<file path="config.mk">
export PLATFORM = sky130hd
export DESIGN_NAME = dff_pipe
export DESIGN_NICKNAME = d
export VERILOG_FILES = /design/src/rtl/dff_pipe_pkg.sv /design/src/rtl/dff_stage.sv /design/src/rtl/dff_pipe.sv
export SDC_FILE = /design/constraint.sdc
export NUM_CORES = 1
export LEC_CHECK = 0
export BUFFER_PORTS_ARGS = -buffer_cell sky130_fd_sc_hd__buf_2
export CAP_MARGIN = 20
export CORE_UTILIZATION = 57
export DETAILED_ROUTE_END_ITERATION = 6
export GPL_ROUTABILITY_DRIVEN = 1
export PLACE_DENSITY_LB_ADDON = 0.3
export SLEW_MARGIN = 20
export SYNTH_ARGS = -nofsm -noshare
export SYNTH_HDL_FRONTEND = slang
export SYNTH_HIERARCHICAL = 1
export SYNTH_SLANG_ARGS = --single-unit
</file>
<file path="constraint.sdc">
create_clock -name clk -period 2.7 [get_ports clk]
set_clock_uncertainty 0.05 [all_clocks]
set_input_delay 0.27 -clock clk [delete_from_list [all_inputs] [get_ports clk]]
set_output_delay 0.27 -clock clk [all_outputs]
set_load 0.01 [all_outputs]
</file>
<file path="src/rtl/dff_pipe_pkg.sv">
// Shared definitions for the dff_pipe delay line: default sizing, count-width helper and
// the stage word layout.
package dff_pipe_pkg;

  localparam int unsigned DefaultWidth = 8;
  localparam int unsigned DefaultDepth = 3;

  // Stage word at the default width; the pipe itself carries valid and data side by side.
  typedef struct packed {
    logic                    valid;
    logic [DefaultWidth-1:0] data;
  } stage_t;

  // Ceiling log2, usable in constant expressions such as port widths.
  function automatic int unsigned clog2(input int unsigned n);
    int unsigned r;
    r = 0;
    for (int i = 0; i < 32; i++) begin
      if ((32'd1 << i) < n) r = i + 1;
    end
    return r;
  endfunction

endpackage

</file>
<file path="src/rtl/dff_stage.sv">
// One WIDTH+1-bit pipe stage: synchronous active-low reset, flush clears valid only,
// enable gates the capture of {valid, data}.
module dff_stage import dff_pipe_pkg::*; #(
  parameter int unsigned       Width    = DefaultWidth,
  parameter logic [Width-1:0]  ResetVal = '0
) (
  input  logic             clk_i,
  input  logic             rst_ni,
  input  logic             en_i,
  input  logic             flush_i,
  input  logic             valid_i,
  input  logic [Width-1:0] data_i,
  output logic             valid_o,
  output logic [Width-1:0] data_o
);

  logic             valid_d, valid_q;
  logic [Width-1:0] data_d, data_q;

  always_comb begin
    valid_d = valid_q;
    data_d  = data_q;
    if (flush_i) begin
      valid_d = 1'b0;
    end else if (en_i) begin
      valid_d = valid_i;
      data_d  = data_i;
    end
  end

  always_ff @(posedge clk_i) begin
    if (!rst_ni) begin
      valid_q <= 1'b0;
      data_q  <= ResetVal;
    end else begin
      valid_q <= valid_d;
      data_q  <= data_d;
    end
  end

  assign valid_o = valid_q;
  assign data_o  = data_q;

endmodule

</file>
<file path="src/rtl/dff_pipe.sv">
// DEPTH-stage, WIDTH-bit registered delay line with stall, per-stage valid, flush and an
// occupancy count. Define DFF_PIPE_QBAR_EN to add the inverted output q_bar.
module dff_pipe import dff_pipe_pkg::*; #(
  parameter int unsigned      WIDTH     = DefaultWidth,
  parameter int unsigned      DEPTH     = DefaultDepth,
  parameter logic [WIDTH-1:0] RESET_VAL = '0
) (
  input  logic                          clk,
  input  logic                          rstn,
  input  logic                          en,
  input  logic                          flush,
  input  logic [WIDTH-1:0]              d,
  input  logic                          d_valid,
  output logic [WIDTH-1:0]              q,
  output logic                          q_valid,
  output logic [clog2(DEPTH+1)-1:0]     count
`ifdef DFF_PIPE_QBAR_EN
  ,
  output logic [WIDTH-1:0]              q_bar
`endif
);

  localparam int unsigned CntW = clog2(DEPTH + 1);

  logic [WIDTH-1:0] stage_data  [DEPTH];
  logic             stage_valid [DEPTH];

  for (genvar i = 0; i < DEPTH; i++) begin : g_stage
    logic [WIDTH-1:0] data_in;
    logic             valid_in;

    if (i == 0) begin : g_head
      assign data_in  = d;
      assign valid_in = d_valid;
    end else begin : g_body
      assign data_in  = stage_data[i-1];
      assign valid_in = stage_valid[i-1];
    end

    dff_stage #(
      .Width   (WIDTH),
      .ResetVal(RESET_VAL)
    ) u_stage (
      .clk_i  (clk),
      .rst_ni (rstn),
      .en_i   (en),
      .flush_i(flush),
      .valid_i(valid_in),
      .data_i (data_in),
      .valid_o(stage_valid[i]),
      .data_o (stage_data[i])
    );
  end

  logic [CntW-1:0] count_d, count_q;

  // One word in, one word out per shift: the count never leaves 0..DEPTH.
  always_comb begin
    count_d = count_q;
    if (flush) begin
      count_d = '0;
    end else if (en) begin
      count_d = count_q + CntW'(d_valid) - CntW'(stage_valid[DEPTH-1]);
    end
  end

  always_ff @(posedge clk) begin
    if (!rstn) begin
      count_q <= '0;
    end else begin
      count_q <= count_d;
    end
  end

  assign q       = stage_data[DEPTH-1];
  assign q_valid = stage_valid[DEPTH-1];
  assign count   = count_q;

`ifdef DFF_PIPE_QBAR_EN
  assign q_bar = ~q;
`endif

endmodule

</file>
# Word level (Yosys, flattened, before mapping)
# Index checks and enable logic that the tools add are counted.
[totals]
output_inout_bits = 11
regBits = 29
inputBits = 13
word_cells = 13
[op_classes]
addsub = 2
n_reduce_logical = 2
bitwise = 2
[op_table]
columns = ["cell", "n"]
rows = [
  ["$add 2x1->2", 1],
  ["$not 1->1", 2],
  ["$reduce_and 2->1", 1],
  ["$reduce_or 2->1", 1],
  ["$sub 2x1->2", 1],
]

# Depth between registers and ports, before layout
# Gate-level depths: netlist (run 1).
[depth]
ltp_word = 2
mapped_depth = 7
mapped_depth_nobuf = 7

# Hierarchy
# Netlist (run 1), hierarchy kept.
[modules_own_cells]
columns = ["mod", "area_each_um2", "n_inst", "cells_per_inst", "seq_area_each_um2"]
rows = [
  ["dff_stage", 381.6, 3, 39, 180.2],
  ["dff_pipe", 127.6, 1, 13, 40.0],
]

# Worst setup path before layout (run 1)
# Ideal clock, no wire load.
[synth_timing]
path_kind = "register -> register"
start = "reg count_q[0] (netlist: count[0])"
end = "reg count_q[1] (netlist: count[1])"
required_time_ns = 2.534
path_stages_with_launch = 8
path_buffers = 0
path_slack_ns = 1.245
setup_ns = 0.116
t_arrival_ns = 1.289
synth_period_minus_slack_ns = 1.455
path_cell_list = "dfxtp_1 inv_1 ha_1 inv_1 ha_1 xor2_1 a21oi_1 a31o_1"
[synth_via]
elab_chain_cells = 2
[synth_lines]
columns = ["item", "line", "text"]
rows = [
  ["start, declared", "dff_pipe.sv:55", "logic [CntW-1:0] count_d, count_q;"],
  ["start signal, assigned", "dff_pipe.sv:71", "count_q <= count_d;"],
  ["$add 2x1->2", "dff_pipe.sv:63", "count_d = count_q + CntW'(d_valid) - CntW'(stage_valid[DEPTH-1]);"],
  ["$sub 2x1->2", "dff_pipe.sv:63", ""],
]
# Every way passes these cells.
# A chain may end at the register's enable or synchronous reset.

# Worst setup path after layout (run 1)
# Ends and elaborated chain as after synthesis.

==> flow_summary.ini, run 1 <==
[sta]
period_needed_ns = 1.45
relSlewSlack_pct = 46.3
hold_viol = 0
rsz0062_at_grt = no
worst_slew_pin_slew_ns = 0.806
finalCritPeriodShare_pct = 53.8
fmax_ghz = 0.688
slew_violations = 0
fin_tns_setup_ns = 0
setup_viol = 0

[clocking]
cts_setup_buffers = 0
cts_buffers = 5
cts_root_buf = clkbuf_4
h-tree-depth = 2
cts_buffer_depth = 2
cts_resized = 0
clk_pin_slew_ns = 0.09
worstSkewPairLatency_ns = 0.31
cts_sinks = 29
ctsHoldBuffers = 0
cts_tree = done

[pwr]
p_per_area_mw_per_mm2 = 612
max-vdd-ir-drop_uv = 379
p_leak_nw = 0.615

[synth]
ys.flop_type = dfxtp_1
synth_edf_count = 0
ys_seq_elements = 29
ys_types = 13
yosysSeqAreaShare_pct = 45.6
synth_nets = 145
netlist_area_mm2 = 0.00127
synthTopCellsByCount = nand2_1, dfxtp_1, mux2i_1
synth_fa_ha_area_share_pct = 1.97
async_flop_share_pct = 0
synthXorXnorAreaFrac_pct = 0.688
yosysWarnings = 6
syn_inst = 130
synth-simple-area-share_pct = 20.9
ys_top_cells_by_area = dfxtp_1, mux2i_1, nand2_1
muxShareOfSynthArea_pct = 22.0
synth_compound_area_share_pct = 1.08
yosysMostFrequentCell = nand2_1
synth_top_family_by_area = multiplexers
yosys.area.top_type_share_pct = 45.6
syn_avg_cell_area_um2 = 9.79
yosys.area.top_type = dfxtp_1

[detailed_routing]
drt-total-wl_um = 2050
via_count = 894
wl_per_cell_um = 11.4
drtPass1Iterations = 4
drt_iter0_markers = 18
drc_errors = 0
ant_nets = 0
via_per_inst = 4.99

[flow_run]
cap_violations = 0

[placed_design]
hpwl_um = 1460
place_inst = 171
gp_congestion = 0.745
portBuffers = 23
place_area_mm2 = 0.00133

[critical_path]
cp.arrival_ns = 1.61
endpoint_kind = register
path_class = register to register
cp_max_fo = 3
cp_cell_sequence = inv_1 -> ha_1 -> inv_1 -> ha_1 -> xor2_1 -> a21oi_1 -> a31o_1
start_kind = register
r2r_start = count[0]
critPathMaxStageDelay_ns = 0.35
cp_num_buf_inv = 2
required_ns = 2.86
startpoint = count[0]
crit_path_top_delay_cell = dfxtp_1
cp_top_family = adder cells

[layout]
fillerInstances = 169
antenna_cells = 0
instances_no_fill = 179
nets = 166
drive_above_1_share_pct = 21.7
synthToLayoutAreaGrowth_pct = 11.3
finalInstanceArea_mm2 = 0.00142

[run_status]
status = completed

[floorplan]
die_w_um = 49.3
dieArea_mm2 = 0.00243
io_pins = 24
dieHeight_um = 49.3
row_count = 16
fp.coreArea_mm2 = 0.00202
initial_utilization_pct = 62.9

[worst_hold_path]
worstHoldStart = d[1]
hold_class = input pin to register

[global_routing]
overflow = 0
grt_pass1_vias = 860
grt_usage_pct = 19.7
grt_pass1_wl_um = 3540
antenna_found_initial = 0
grt_start_max_net_pins = 55
per-stage QoR:
step | hold slack (ns) | util (%) | total power, mW | worst slack [ns]
after CTS | 0.133 | 70.0 | 0.876 | 1.23
after floorplan | 0.296 | - | 0.507 | 1.25
after global placement | 0.391 | 65.8 | 0.513 | 1.29
after global routing | 0.137 | 70.0 | 0.902 | 1.15
final | 0.142 | 70.0 | 0.867 | 1.25
after detailed placement | 0.397 | 65.8 | 0.517 | 1.24
cell usage in the layout, fill, tap and decap left out:
cell | Yosys | routed
bufinv_16 | 0 | 1
clkbuf_4 | 0 | 5
clkbuf_1 | 0 | 1
dfxtp_1 | 29 | 29
inv_1 | 2 | 2
ha_1 | 2 | 2
nor3b_1 | 5 | 5
mux2i_1 | 28 | 28
a31o_1 | 1 | 1
nand3b_1 | 1 | 1
a21oi_1 | 1 | 1
clkbuf_8 | 0 | 1
nand2_1 | 48 | 48
xor2_1 | 1 | 1
buf_2 | 0 | 23
nor2b_4 | 3 | 3
sequential cells by signal, indices dropped and copies added (netlist names):
| name | count |
|---|---|
| g_stage.u_stage/valid_o | 3 |
| count | 2 |
| g_stage.u_stage/data_o | 24 |
final cells by class:
class | instances | area [um2] | area share (%)
Multi-Input combinational cell | 90 | 594 | 42.0
Sequential cell | 29 | 581 | 41.0
Timing Repair Buffer | 23 | 115 | 8.13
Clock buffer | 7 | 55.1 | 3.89
Tap cell | 27 | 33.8 | 2.39
Clock inverter | 1 | 30.0 | 2.12
Inverter | 2 | 7.51 | 0.530
layer usage:
layer / up-vias / track usage (%) / wire length, um
met3: 3 / 5.61 / 80
met5: - / 0 / 0
met2: 20 / 33.3 / 1010
met1: 405 / 22.3 / 942
li1: 466 / - / -
met4: 0 / 10.3 / 21
cells by family after synthesis:
logic type | Yosys count
buffers and inverters | 11
xor gates and xnor gates | 1
muxes | 28
DFF | 29
and+or+nand+nor | 57
adders and majority gates | 2
AOI/OAI and AO/OA | 2
worst paths after layout:
path	end	slack [ns]	depth (start not counted)
worst max-delay path	count[1]	1.25	7
worst min-delay path	g_stage[0].u_stage/data_o[1]	0.14	3
worst max register to register	count[1]	1.25	7
worst min register to register	g_stage[2].u_stage/data_o[2]	0.41	2
worst register-to-register path, delay by kind of cell (launching register included):
kind / cells / cell delay, ns
adder cells (fa/ha/maj): 2 / 0.43
buffers and inverters: 2 / 0.08
AO/OA/AOI/OAI: 2 / 0.27
XOR/XNOR: 1 / 0.17
flip-flops: 1 / 0.35
power by group:
group	internal [mW]	total, mW	switching [mW]
combinational	0.0280	0.0635	0.0355
sequential	0.438	0.443	0.00524
clock	0.221	0.360	0.139
total	0.687	0.867	0.180
Power figures use the tool's default switching activity.
==> run 2, diff against run 1 <==
--- a/config.mk
+++ b/config.mk
@@ -7,7 +7,7 @@
 export LEC_CHECK = 0
 export BUFFER_PORTS_ARGS = -buffer_cell sky130_fd_sc_hd__buf_2
 export CAP_MARGIN = 20
-export CORE_UTILIZATION = 57
+export CORE_UTILIZATION = 48
 export DETAILED_ROUTE_END_ITERATION = 6
 export GPL_ROUTABILITY_DRIVEN = 1
 export PLACE_DENSITY_LB_ADDON = 0.3
==> constraint.sdc (replaced) <==
create_clock -name clk -period 1.3 [get_ports clk]
set_clock_uncertainty 0.05 [all_clocks]
set_input_delay 0.13 -clock clk [delete_from_list [all_inputs] [get_ports clk]]
set_output_delay 0.13 -clock clk [all_outputs]
set_load 0.01 [all_outputs]
==> flow_summary.ini, run 2 (synthesis gave the netlist of run 1 again) <==
[sta]
finalCritPeriodShare_pct = 106
relSlewSlack_pct = 79.6
whs_ns = 0.0213
setup_ws_ns = -0.0774
fmax_ghz = 0.726
worst_slew_pin_slew_ns = 0.306
slew_violations = 0
hold_viol = 0
setup_viol = 1
fin_tns_setup_ns = -0.0774
rsz0062_at_grt = yes
period_needed_ns = 1.38

[critical_path]
required_ns = 1.48
start_kind = register
cp_cell_sequence = inv_2 -> ha_4 -> inv_2 -> ha_4 -> xor2_2 -> a21oi_1 -> a31o_1
path_class = register to register
endpoint_kind = register
cp_top_family = adder cells
cp_num_buf_inv = 2
cp_max_fo = 2
cp.arrival_ns = 1.56
crit_path_top_delay_cell = dfxtp_2
critPathMaxStageDelay_ns = 0.34

[detailed_routing]
via_count = 901
drt-total-wl_um = 2150
drt_iter0_markers = 26
drtPass1Iterations = 4
drc_errors = 0
wl_per_cell_um = 11.2
ant_nets = 0
via_per_inst = 4.69

[layout]
fillerInstances = 218
finalInstanceArea_mm2 = 0.00152
final_cell_mix = nand2_1, mux2i_1, dfxtp_1
nets = 176
utilization_pct = 60.9
antenna_cells = 0
largest_reg_flops = 24
ff_latch_area_um2 = 582
layout_commonest_cell = nand2_1
synthToLayoutAreaGrowth_pct = 19.7
drive_above_1_share_pct = 26.5
instances_no_fill = 192
multi_input_area_um2 = 627

[run_status]
failed_checks = negative setup slack
status = finished with violations

[floorplan]
die_w_um = 53.5
row_count = 18
dieHeight_um = 53.5
io_pins = 24
fp.coreArea_mm2 = 0.00250
initial_utilization_pct = 50.9
dieArea_mm2 = 0.00286

[clocking]
cts_buffers = 5
clk_pin_slew_ns = 0.10
cts_buffer_depth = 2
worstSkewPairLatency_ns = 0.31
cts_root_buf = clkbuf_4
cts_sinks = 29
cts_tree = done
h-tree-depth = 2

[pwr]
p_leak_nw = 0.649
totalPowerFinal_mw = 1.60
power_frac_seq_pct = 57.4
max-vdd-ir-drop_uv = 900
netSwitchingFraction_pct = 25.4
intPower_mw = 1.20
pwr-share-comb_pct = 10.1
switching_power_mw = 0.406
clkPwrFrac_pct = 32.5
p_per_area_mw_per_mm2 = 1050

[global_routing]
grt_pass1_vias = 804
grt.met1_usage_pct = 21.0
grt_usage_pct = 17.8
grt.met3_usage_pct = 7.76
grt_pass1_wl_um = 3390
grt_start_max_net_pins = 50
overflow = 0
grtUsageMet2_pct = 26.0
grt-busiest-layer = met2
antenna_found_initial = 0

[placed_design]
place_inst = 177
portBuffers = 23
hpwl_um = 1360
place_area_mm2 = 0.00137
post-place-ws_ns = -0.147
gp_congestion = 0.674

[flow_run]
cap_violations = 0

[worst_hold_path]
hold_class = input pin to register
-- run 2: cell types whose count changed in the layout (fill, tap and decap cells not counted), sizes merged --
cell	before	now
buf	23	27
clkinv	0	2
clkbuf	7	6
bufinv	1	0
dlygate4sd3	0	6
-- run 2: power by group through the flow --
stage                     sequential (mW)  combinational [mW]  clock, mW
after floorplan                     0.939               0.113          0
after global placement              0.939               0.137          0
after detailed placement            0.941               0.142          0
after CTS                           0.920               0.162      0.544
after global routing                0.923               0.176      0.573
final                               0.920               0.162      0.520
-- run 2: tightest hold or removal path: cells and delay by family --
kind          cells  cell delay (ns)
buf+inv           1             0.09
mux               1             0.07
simple gates      1             0.05
-- run 2: final cells by class --
| type | count | share of cell area [%] |
|---|---|---|
| Multi-Input combinational cell | 90 | 41.2 |
| Timing Repair Buffer | 33 | 14.3 |
| Inverter | 2 | 0.493 |
| Clock buffer | 6 | 2.71 |
| Tap cell | 30 | 2.47 |
| Sequential cell | 29 | 38.2 |
| Clock inverter | 2 | 0.657 |
-- run 2: timing repair --
item / 4_1_cts / 5_1_grt
pin swaps: 3 / 2
endpoints found under the hold margin: 6 / 0
buffers inserted: 1 / 0
endpoints found under the setup margin: 2 / 2
gates resized for setup: 5 / 1
hold buffers: 6 / 0
-- run 2: per-layer routing --
metal  wire (um)  up-vias
met4          54        0
met1        1090      398
met5           0        -
met3          95        5
met2         903       18
li1            -      480
-- run 2: worst paths after layout --
path | endpoint | cells after the start | slack, ns | from
max reg2reg | count[1] | 7 | -0.08 | count[0]
min | g_stage[0].u_stage/data_o[5] | 3 | 0.02 | d[5]
min reg2reg | g_stage[1].u_stage/data_o[6] | 2 | 0.40 | g_stage[0].u_stage/data_o[6]
max | count[1] | 7 | -0.08 | count[0]
